[src/rtl/battleship_pkg.sv]
// Shared cell codes and 24-bit colours for the battleship board renderer.
package battleship_pkg;

  typedef enum logic [1:0] {
    WATER = 2'd0,
    SHIP  = 2'd1,
    HIT   = 2'd2,
    MISS  = 2'd3
  } cell_state_t;

  localparam logic [23:0] COL_BLACK  = 24'h000000;
  localparam logic [23:0] COL_WATER  = 24'h0040A0;
  localparam logic [23:0] COL_SHIP   = 24'hE59C14;
  localparam logic [23:0] COL_HIT    = 24'hFF0000;
  localparam logic [23:0] COL_MISS   = 24'h808080;
  localparam logic [23:0] COL_GRID   = 24'hFFFFFF;
  localparam logic [23:0] COL_CURSOR = 24'hFFE000;

  function automatic logic [23:0] cell_colour(input cell_state_t state);
    case (state)
      SHIP:    return COL_SHIP;
      HIT:     return COL_HIT;
      MISS:    return COL_MISS;
      default: return COL_WATER;
    endcase
  endfunction

endpackage

[src/rtl/board_cell_renderer_if.sv]
// Pixel stream, board contents and cursor in; rendered colour out.
interface board_cell_renderer_if #(
  parameter int GRID_COLS = 5,
  parameter int GRID_ROWS = 5
);
  logic                             pix_en;
  logic [9:0]                       counterX;
  logic [9:0]                       counterY;
  logic [2*GRID_COLS*GRID_ROWS-1:0] board_state;
  logic [$clog2(GRID_COLS)-1:0]     cursor_col;
  logic [$clog2(GRID_ROWS)-1:0]     cursor_row;
  logic                             cursor_en;
  logic [7:0]                       R;
  logic [7:0]                       G;
  logic [7:0]                       B;
  logic                             in_board;

  modport master (
    output pix_en, counterX, counterY, board_state, cursor_col, cursor_row, cursor_en,
    input  R, G, B, in_board
  );

  modport slave (
    input  pix_en, counterX, counterY, board_state, cursor_col, cursor_row, cursor_en,
    output R, G, B, in_board
  );
endinterface

[src/rtl/axis_cell_tracker.sv]
// Incremental cell index / in-cell offset along one axis; resyncs whenever
// the coordinate equals ORIGIN, so no divider is needed.
module axis_cell_tracker #(
  parameter int N_CELLS   = 5,
  parameter int CELL_SIZE = 44,
  parameter int ORIGIN    = 66,
  localparam int IW = (N_CELLS > 1) ? $clog2(N_CELLS) : 1,
  localparam int OW = $clog2(CELL_SIZE)
) (
  input  logic          clk,
  input  logic          rst_n,
  input  logic          step,
  input  logic [9:0]    coord,
  input  logic          sync,
  output logic [IW-1:0] idx,
  output logic [OW-1:0] off,
  output logic          active
);

  always_ff @(posedge clk or negedge rst_n) begin
    if (!rst_n) begin
      idx    <= '0;
      off    <= '0;
      active <= 1'b0;
    end else if (step) begin
      if (sync && coord == 10'(ORIGIN)) begin
        idx    <= '0;
        off    <= '0;
        active <= 1'b1;
      end else if (active) begin
        if (off == OW'(CELL_SIZE - 1)) begin
          off <= '0;
          // Leaving the last cell ends the board span for this axis.
          if (idx == IW'(N_CELLS - 1)) begin
            idx    <= '0;
            active <= 1'b0;
          end else begin
            idx <= idx + 1'b1;
          end
        end else begin
          off <= off + 1'b1;
        end
      end
    end
  end

endmodule

[src/rtl/board_cell_renderer.sv]
// Renders a frame-shadowed battleship board with grid and blinking cursor ring;
// two registered stages give a fixed 2-strobe latency.
module board_cell_renderer
  import battleship_pkg::*;
#(
  parameter int GRID_COLS    = 5,
  parameter int GRID_ROWS    = 5,
  parameter int CELL_SIZE    = 44,
  parameter int ORIGIN_X     = 66,
  parameter int ORIGIN_Y     = 128,
  parameter int LINE_W       = 2,
  parameter int MARGIN       = 5,
  parameter int BLINK_FRAMES = 30
) (
  input  logic                   clk,
  input  logic                   rst_n,
  board_cell_renderer_if.slave   bus
);

  localparam int XIW = (GRID_COLS > 1) ? $clog2(GRID_COLS) : 1;
  localparam int YIW = (GRID_ROWS > 1) ? $clog2(GRID_ROWS) : 1;
  localparam int OW  = $clog2(CELL_SIZE);
  localparam int CW  = $clog2(GRID_COLS);
  localparam int RW  = $clog2(GRID_ROWS);
  localparam int BW  = (BLINK_FRAMES > 1) ? $clog2(BLINK_FRAMES) : 1;
  localparam int NB  = 2 * GRID_COLS * GRID_ROWS;

  localparam logic [10:0]   X_LO    = 11'(ORIGIN_X);
  localparam logic [10:0]   X_HI    = 11'(ORIGIN_X + GRID_COLS * CELL_SIZE);
  localparam logic [10:0]   Y_LO    = 11'(ORIGIN_Y);
  localparam logic [10:0]   Y_HI    = 11'(ORIGIN_Y + GRID_ROWS * CELL_SIZE);
  localparam logic [OW-1:0] LINE_LIM = OW'(LINE_W);
  localparam logic [OW-1:0] RING_LO  = OW'(MARGIN);
  localparam logic [OW-1:0] RING_HI  = OW'(CELL_SIZE - 1 - MARGIN);

  logic [XIW-1:0] col_idx;
  logic [YIW-1:0] row_idx;
  logic [OW-1:0]  offx;
  logic [OW-1:0]  offy;
  logic           in_x;
  logic           in_y;
  logic           step_y;
  logic           frame_start;

  logic           board_flag_reg;
  logic [NB-1:0]  shadow_board_reg;
  logic [CW-1:0]  shadow_ccol_reg;
  logic [RW-1:0]  shadow_crow_reg;
  logic           shadow_cen_reg;
  logic [BW-1:0]  blink_cnt_reg;
  logic           phase_visible_reg;
  logic [23:0]    rgb_reg;
  logic           in_board_reg;

  logic           in_board_next;
  logic [23:0]    colour_next;
  cell_state_t    cell_code;
  logic           on_ring;
  logic           cursor_hit;

  assign step_y      = bus.pix_en && (bus.counterX == 10'd0);
  assign frame_start = (bus.counterX == 10'd0) && (bus.counterY == 10'd0);

  axis_cell_tracker #(.N_CELLS(GRID_COLS), .CELL_SIZE(CELL_SIZE), .ORIGIN(ORIGIN_X)) u_track_x (
    .clk(clk), .rst_n(rst_n), .step(bus.pix_en), .coord(bus.counterX), .sync(1'b1),
    .idx(col_idx), .off(offx), .active(in_x)
  );

  axis_cell_tracker #(.N_CELLS(GRID_ROWS), .CELL_SIZE(CELL_SIZE), .ORIGIN(ORIGIN_Y)) u_track_y (
    .clk(clk), .rst_n(rst_n), .step(step_y), .coord(bus.counterY), .sync(1'b1),
    .idx(row_idx), .off(offy), .active(in_y)
  );

  // Counter range flag masks stale tracker state after a jump in the scan.
  always_ff @(posedge clk or negedge rst_n) begin
    if (!rst_n) begin
      board_flag_reg <= 1'b0;
    end else if (bus.pix_en) begin
      board_flag_reg <= ({1'b0, bus.counterX} >= X_LO) && ({1'b0, bus.counterX} < X_HI) &&
                        ({1'b0, bus.counterY} >= Y_LO) && ({1'b0, bus.counterY} < Y_HI);
    end
  end

  always_ff @(posedge clk or negedge rst_n) begin
    if (!rst_n) begin
      shadow_board_reg  <= '0;
      shadow_ccol_reg   <= '0;
      shadow_crow_reg   <= '0;
      shadow_cen_reg    <= 1'b0;
      blink_cnt_reg     <= '0;
      phase_visible_reg <= 1'b1;
    end else if (bus.pix_en && frame_start) begin
      shadow_board_reg <= bus.board_state;
      shadow_ccol_reg  <= bus.cursor_col;
      shadow_crow_reg  <= bus.cursor_row;
      shadow_cen_reg   <= bus.cursor_en;
      if (blink_cnt_reg == BW'(BLINK_FRAMES - 1)) begin
        blink_cnt_reg     <= '0;
        phase_visible_reg <= ~phase_visible_reg;
      end else begin
        blink_cnt_reg <= blink_cnt_reg + 1'b1;
      end
    end
  end

  always_comb begin
    in_board_next = in_x && in_y && board_flag_reg;
    cell_code     = cell_state_t'(shadow_board_reg[2*(int'(row_idx)*GRID_COLS + int'(col_idx)) +: 2]);
    on_ring       = (offx < RING_LO) || (offy < RING_LO) || (offx > RING_HI) || (offy > RING_HI);
    // Out-of-range cursor indices simply never equal a tracker index.
    cursor_hit    = shadow_cen_reg && phase_visible_reg &&
                    (int'(shadow_ccol_reg) == int'(col_idx)) &&
                    (int'(shadow_crow_reg) == int'(row_idx));
    colour_next   = COL_BLACK;
    if (in_board_next) begin
      if (offx < LINE_LIM || offy < LINE_LIM) begin
        colour_next = COL_GRID;
      end else if (on_ring) begin
        colour_next = cursor_hit ? COL_CURSOR : COL_WATER;
      end else begin
        colour_next = cell_colour(cell_code);
      end
    end
  end

  always_ff @(posedge clk or negedge rst_n) begin
    if (!rst_n) begin
      rgb_reg      <= COL_BLACK;
      in_board_reg <= 1'b0;
    end else if (bus.pix_en) begin
      rgb_reg      <= colour_next;
      in_board_reg <= in_board_next;
    end
  end

  assign bus.R        = rgb_reg[23:16];
  assign bus.G        = rgb_reg[15:8];
  assign bus.B        = rgb_reg[7:0];
  assign bus.in_board = in_board_reg;

endmodule
[src/flat_wrapper.sv]
// flat-port wrapper written by rule: the top's interface ports become plain ports
module board_cell_renderer_flat import battleship_pkg::*;
#(
  parameter int GRID_COLS    = 5,
  parameter int GRID_ROWS    = 5,
  parameter int CELL_SIZE    = 44,
  parameter int ORIGIN_X     = 66,
  parameter int ORIGIN_Y     = 128,
  parameter int LINE_W       = 2,
  parameter int MARGIN       = 5,
  parameter int BLINK_FRAMES = 30
)
  (clk, rst_n, bus_pix_en, bus_counterX, bus_counterY, bus_board_state, bus_cursor_col, bus_cursor_row, bus_cursor_en, bus_R, bus_G, bus_B, bus_in_board);
  board_cell_renderer_if #(.GRID_COLS(GRID_COLS), .GRID_ROWS(GRID_ROWS)) bus_i ();
  input  logic clk;
  input  logic rst_n;
  input wire logic [$bits(bus_i.pix_en)-1:0] bus_pix_en;
  input wire logic [$bits(bus_i.counterX)-1:0] bus_counterX;
  input wire logic [$bits(bus_i.counterY)-1:0] bus_counterY;
  input wire logic [$bits(bus_i.board_state)-1:0] bus_board_state;
  input wire logic [$bits(bus_i.cursor_col)-1:0] bus_cursor_col;
  input wire logic [$bits(bus_i.cursor_row)-1:0] bus_cursor_row;
  input wire logic [$bits(bus_i.cursor_en)-1:0] bus_cursor_en;
  output wire logic [$bits(bus_i.R)-1:0] bus_R;
  output wire logic [$bits(bus_i.G)-1:0] bus_G;
  output wire logic [$bits(bus_i.B)-1:0] bus_B;
  output wire logic [$bits(bus_i.in_board)-1:0] bus_in_board;
  assign bus_i.pix_en = bus_pix_en;
  assign bus_i.counterX = bus_counterX;
  assign bus_i.counterY = bus_counterY;
  assign bus_i.board_state = bus_board_state;
  assign bus_i.cursor_col = bus_cursor_col;
  assign bus_i.cursor_row = bus_cursor_row;
  assign bus_i.cursor_en = bus_cursor_en;
  assign bus_R = bus_i.R;
  assign bus_G = bus_i.G;
  assign bus_B = bus_i.B;
  assign bus_in_board = bus_i.in_board;
  board_cell_renderer #(.GRID_COLS(GRID_COLS), .GRID_ROWS(GRID_ROWS), .CELL_SIZE(CELL_SIZE), .ORIGIN_X(ORIGIN_X), .ORIGIN_Y(ORIGIN_Y), .LINE_W(LINE_W), .MARGIN(MARGIN), .BLINK_FRAMES(BLINK_FRAMES)) u_core (.clk(clk), .rst_n(rst_n), .bus(bus_i));
endmodule
[config.mk]
export PLATFORM = sky130hd
export DESIGN_NAME = board_cell_renderer_flat
export DESIGN_NICKNAME = d
export VERILOG_FILES = /design/src/rtl/battleship_pkg.sv /design/src/rtl/board_cell_renderer_if.sv /design/src/rtl/axis_cell_tracker.sv /design/src/rtl/board_cell_renderer.sv /design/src/flat_wrapper.sv
export SDC_FILE = /design/constraint.sdc
export NUM_CORES = 1
export LEC_CHECK = 0
export CAP_MARGIN = 15
export CORE_MARGIN = 10
export CORE_UTILIZATION = 56
export DETAILED_ROUTE_END_ITERATION = 12
export MAX_ROUTING_LAYER = met4
export PLACE_DENSITY = 0.91
export SLEW_MARGIN = 10
export SYNTH_ARGS = -nofsm -noshare
export SYNTH_HDL_FRONTEND = slang
export SYNTH_HIERARCHICAL = 1
export SYNTH_SLANG_ARGS = --single-unit
export TNS_END_PERCENT = 30
[constraint.sdc]
create_clock -name clk -period 8.09 [get_ports clk]
set_clock_uncertainty 0.1 [all_clocks]
set_input_delay 2.0225 -clock clk [delete_from_list [all_inputs] [get_ports clk]]
set_output_delay 2.0225 -clock clk [all_outputs]
set_load 0.02 [all_outputs]
======== After elaboration in Yosys (flattened, before gate mapping) ========
Cells that the tools add are included.
cells by class
  bitwise logic cells ..................... 1
  reduce and logical (&&, ||, !) cells .... 26
  magnitude comparators ................... 10
  $mul .................................... 1
  eq/ne operators ......................... 12
  shifts and indexed selects .............. 1
  multiplexer cells ....................... 28
  $add $sub $neg .......................... 6
operators with widths
  operator                                                             count
  2-to-1 mux 24 bit                                                    4
  one-hot mux 24 bit (3 select lines)                                  1
  variable part select 50 x 32 -> 2 bit                                1
  2-to-1 mux 6 bit                                                     6
  adder 31 x 4 -> 31 bit                                               1
  2-to-1 mux 3 bit                                                     8
  logical NOT 10 bit                                                   2
  less-than comparator 10 x 9 -> 1 bit (second input constant)         2
  adder 6 x 1 -> 6 bit (second input constant)                         2
  == test 6 bit (second input constant)                                2
  greater-than comparator 6 bit (second input constant)                2
  less-than comparator 6 x 2 -> 1 bit (second input constant)          2
  less-than comparator 6 x 3 -> 1 bit (second input constant)          2
  logical AND 1 bit                                                    11
  == test 10 x 7 -> 1 bit (second input constant)                      1
  == test 10 x 8 -> 1 bit (second input constant)                      1
  greater-or-equal comparator 10 x 7 -> 1 bit (second input constant)  1
  greater-or-equal comparator 10 x 8 -> 1 bit (second input constant)  1
  2-to-1 mux 1 bit                                                     8
  nonzero test 2 bit                                                   4
  adder 3 x 1 -> 3 bit (second input constant)                         2
  == test 3 bit                                                        2
  == test 3 bit (second input constant)                                2
  multiplier 3 x 3 -> 6 bit (second input constant)                    1
  9 further kinds                                                      16
storage, ports and cells
  input port bits ......................... 80
  bits in registers ....................... 109
  logic and storage cells ................. 100
  output and inout bits ................... 25

======== Longest topological paths before layout ========
  depth in word-level cells ............... 8
  gate-level depth with buffers ........... 14

======== Modules after synthesis ========
Netlist, hierarchy kept.
modules (own cells, without submodules)
  module                                 seq. area each (um^2)  cells each  instances  area each (um^2)
  board_cell_renderer                    1878.1                 305         1          3993.8
  axis_cell_tracker at u_core.u_track_x  250.2                  61          1          641.9
  axis_cell_tracker at u_core.u_track_y  250.2                  67          1          634.4

======== Worst setup path before layout ========
Ideal clock, no wire load.
  path type ............................... input to register
  from .................................... input port bus_counterX[3]
  to ...................................... register u_core.shadow_board_reg[45]
  data required time ...................... 7.865 ns
  setup slack ............................. 4.384 ns
  path buffers ............................ 2
  arrival ................................. 3.481 ns
  stages .................................. 6
  path through ............................ nor4_1 and4_1 and4_1 buf_6 buf_4 mux2_2
on the way
  longest elaborated chain between the ends .. 3
ends and longest elaborated chain
  item                  RTL line                   text
  start, declared       flat_wrapper.sv:18         input wire logic [$bits(bus_i.counterX)-1:0] bus_counterX;
  logical NOT 10 bit    board_cell_renderer.sv:62  assign frame_start = (bus.counterX == 10'd0) && (bus.counterY == 10'd0);
  logical AND 1 bit     board_cell_renderer.sv:62
  logical AND 1 bit     board_cell_renderer.sv:92  end else if (bus.pix_en && frame_start) begin
  end signal, assigned  board_cell_renderer.sv:93  shadow_board_reg <= bus.board_state;
  end, declared         board_cell_renderer.sv:46  logic [NB-1:0] shadow_board_reg;
No other way between the ends.
A chain may end at the register's enable or synchronous reset.

======== Worst setup path in the final report ========
  from .................................... input port bus_pix_en
  to ...................................... register u_core.shadow_board_reg[0]
on the way
  longest elaborated chain between the ends .. 1
ends and longest elaborated chain
  item               RTL line                   text
  start, declared    flat_wrapper.sv:17         input wire logic [$bits(bus_i.pix_en)-1:0] bus_pix_en;
  logical AND 1 bit  board_cell_renderer.sv:92
No other way between the ends.

==> results.cfg <==
[status]
status = finished clean

[layout]
antenna_cells = 0
largest_reg_flops = 50
n_fill_cell = 608
layout-drive-gt1-share = 0.1777
synthToLayoutAreaGrowth_pct = 22.55
multi_input_area_sq_um = 2581
finalNetCount = 625
seq_area_sq_um = 2379

[logic_synthesis]
synthMuxAreaShare = 0.1985
synth_ff_type = dfrtp_1
yosysWarningCount = 6
synth_area_leaders = dfrtp_1 (45%), mux2_2 (11%), ha_1 (4.7%)
ys_ff_latch = 95
yosysSeqAreaShare = 0.4513
synth_xor_area_frac = 0.01496
synth_simple_gate_area_frac = 0.1159
synthAdderAreaFrac = 0.05128
synthArstFlopShare = 1.000
syn_avg_cell_area_sq_um = 12.17
syn-instance-count = 433
synth-compound-area-share = 0.1075
synth_cell_types = 68
synth_top_area_frac = 0.4463
synth_top_area_cell = dfrtp_1
synth_edf_count = 0
syn_area_sq_um = 5270
synth_top_family_by_area = multiplexers

[worst_setup_path]
worstPathRequired_ns = 8.24
crit_arrival_ns = 4.81
endpoint_kind = register
timing_worst_setup_path_type = primary input to register
crit_path_max_fanout = 63
critPathLaunchType = primary input

[place]
portBuffers = 104
place_congestion = 0.8745
hpwl_mm = 9.213

[detailed_routing]
drtIter0Drc = 206
wirelength_mm = 12.14
antenna_left = 0
vias = 3829
route.detailed.drc = 0
first_pass_iters = 4
routed_via_density = 5.983
drt-wirelength-per-cell_microns = 18.97

[sta]
worst_pin_slew_ns = 0.7604
finalHoldViolations = 0
rsz0062_at_grt = false
tns_ns = 0
max_slew_margin = 0.4931
setup_violations = 0
fmax_mhz = 214.5
post-route-period-util = 0.5763
period_needed_ns = 4.663
slew_viol_final = 0

[clock_network]
clk_pin_slew_ns = 0.10
worstSkewPairLatency_ns = 0.36
clock_path_buffers = 2
tritoncts = done
postCtsSetupRepairBufs = 0
cts-hold-fix-buffers = 0
clockRootBuffer = clkbuf_8
clock-sinks = 95
h-tree-depth = 3
cts_resized = 0
cts_buffers = 9

[power]
switching_share = 0.2517
irDropWorstVdd_uv = 80.47
p_clk_frac = 0.363
switchingPower_mw = 0.2151
p_seq_frac = 0.559
comb_power_share = 0.078
finalPower_mw = 0.8544
leakage_nw = 3.007
internal_power_mw = 0.6393
powerDensity_nw_per_um2 = 132.3

[die]
die_w_microns = 117.0
top_level_ports = 105
die_area_sq_um = 13690
rows = 35
die_y_microns = 117.0
core_area_sq_um = 9196
initial_utilization = 0.5731

[grt]
grt_pass1_wl_mm = 19.64
grt.total_usage = 0.1842
grt_max_degree = 88
first_global_vias = 4055
antenna_found_initial = 0
overflow = 0

[min_path]
hp-class = register to register

[job]
maxCapViolCount = 0
## Yosys cell counts (8+ instances only)
| master | count |
|---|---|
| a21oi_1 | 13 |
| buf_4 | 15 |
| buf_6 | 9 |
| dfrtp_1 | 94 |
| ha_1 | 20 |
| inv_1 | 20 |
| mux2_1 | 8 |
| mux2_2 | 50 |
| mux4_1 | 8 |
| nand2_1 | 18 |
| nand4_1 | 10 |
| nor2_1 | 19 |
| o21ai_0 | 21 |
## layer usage
metal,wire length (microns),vias to the layer above,global-route usage
met5,0,-,-
met4,89,0,0.05354
li1,-,1806,-
met1,5286,1895,0.2210
met3,634,8,0.03211
met2,6130,120,0.3123
## power groups by stage
stage	Combinational, mW	Sequential, mW	Clock (mW)
global placement	0.0635	0.487	0
global route	0.0717	0.478	0.338
finish	0.0664	0.478	0.310
CTS	0.0653	0.478	0.317
detailed placement	0.0651	0.487	0
floorplan	0.0103	0.487	0
## worst paths after layout
| path | slack, ns | cells past startpoint | endpoint | start |
|---|---|---|---|---|
| worst max-delay path | 3.43 | 6 | u_core/shadow_board_reg[0] | bus_pix_en |
| worst min-delay path | 0.39 | 1 | u_core/blink_cnt_reg[4] | u_core/blink_cnt_reg[4] |
| worst max register to register | 4.12 | 12 | u_core/rgb_reg[22] | u_core/u_track_y/idx[2] |
| worst min register to register | 0.39 | 1 | u_core/blink_cnt_reg[4] | u_core/blink_cnt_reg[4] |
| max in group asynchronous | 5.55 | 3 | u_core/phase_visible_reg | rst_n |
| min in group asynchronous | 1.36 | 1 | u_core/u_track_x/off[3] | rst_n |
## cells in the final DEF (no fill, tap or decap), types with 4 or more instances in the layout
cell type / netlist / final
mux2i_1: 7 / 7
clkbuf_8: 0 / 9
nor4_1: 4 / 4
nor2_1: 19 / 19
mux4_2: 5 / 5
a32o_1: 6 / 6
nand3_1: 7 / 7
mux2_1: 8 / 8
a22o_2: 4 / 4
mux2_2: 50 / 50
inv_1: 20 / 20
ha_1: 20 / 20
mux4_1: 8 / 8
dfrtp_1: 94 / 94
a21o_1: 4 / 4
nand2_1: 18 / 18
o21ai_0: 21 / 21
nor3_1: 6 / 6
xnor2_1: 6 / 6
o31ai_1: 5 / 5
nand4_1: 10 / 10
a21oi_1: 13 / 13
and4_1: 6 / 5
clkdlybuf4s50_1: 0 / 103
## logic make-up (layout without fill, tap and decap cells)
| group | Yosys count | after routing |
|---|---|---|
| adders and majority gates | 21 | 21 |
| DFF | 95 | 95 |
| buffers and inverters | 49 | 144 |
| xor gates and xnor gates | 9 | 9 |
| muxes | 78 | 78 |
| AOI/OAI and AO/OA | 81 | 81 |
| and+or+nand+nor | 99 | 99 |
| other | 1 | 2 |
## cell type report
cell class	instances	area share
clock buffer	9	0.01918
clock inverter	7	0.01182
inverter	21	0.01220
multi-input combinational	290	0.3997
sequential	95	0.3683
tap	111	0.02150
timing repair buffer	107	0.1674
## through the flow
step	instance area, sq um	util	worst slack (ns)	hold slack [ns]	std cells
after floorplan	5274	-	4.384	0.3312	434
after global placement	6231	0.6776	3.221	0.3507	623
after detailed placement	6231	0.6776	3.103	0.3627	623
after CTS	6431	0.6993	3.466	0.3808	639
after global routing	6459	0.7023	3.237	0.4080	640
final	6459	0.7023	3.427	0.3866	640
## critical path: stages
cell,delay [ns]
clkdlybuf4s50_1,0.77
nor4b_1,0.29
and4_1,0.40
and4_2,0.27
buf_4,0.59
mux2_2,0.42
Power figures use the tool's default switching activity.
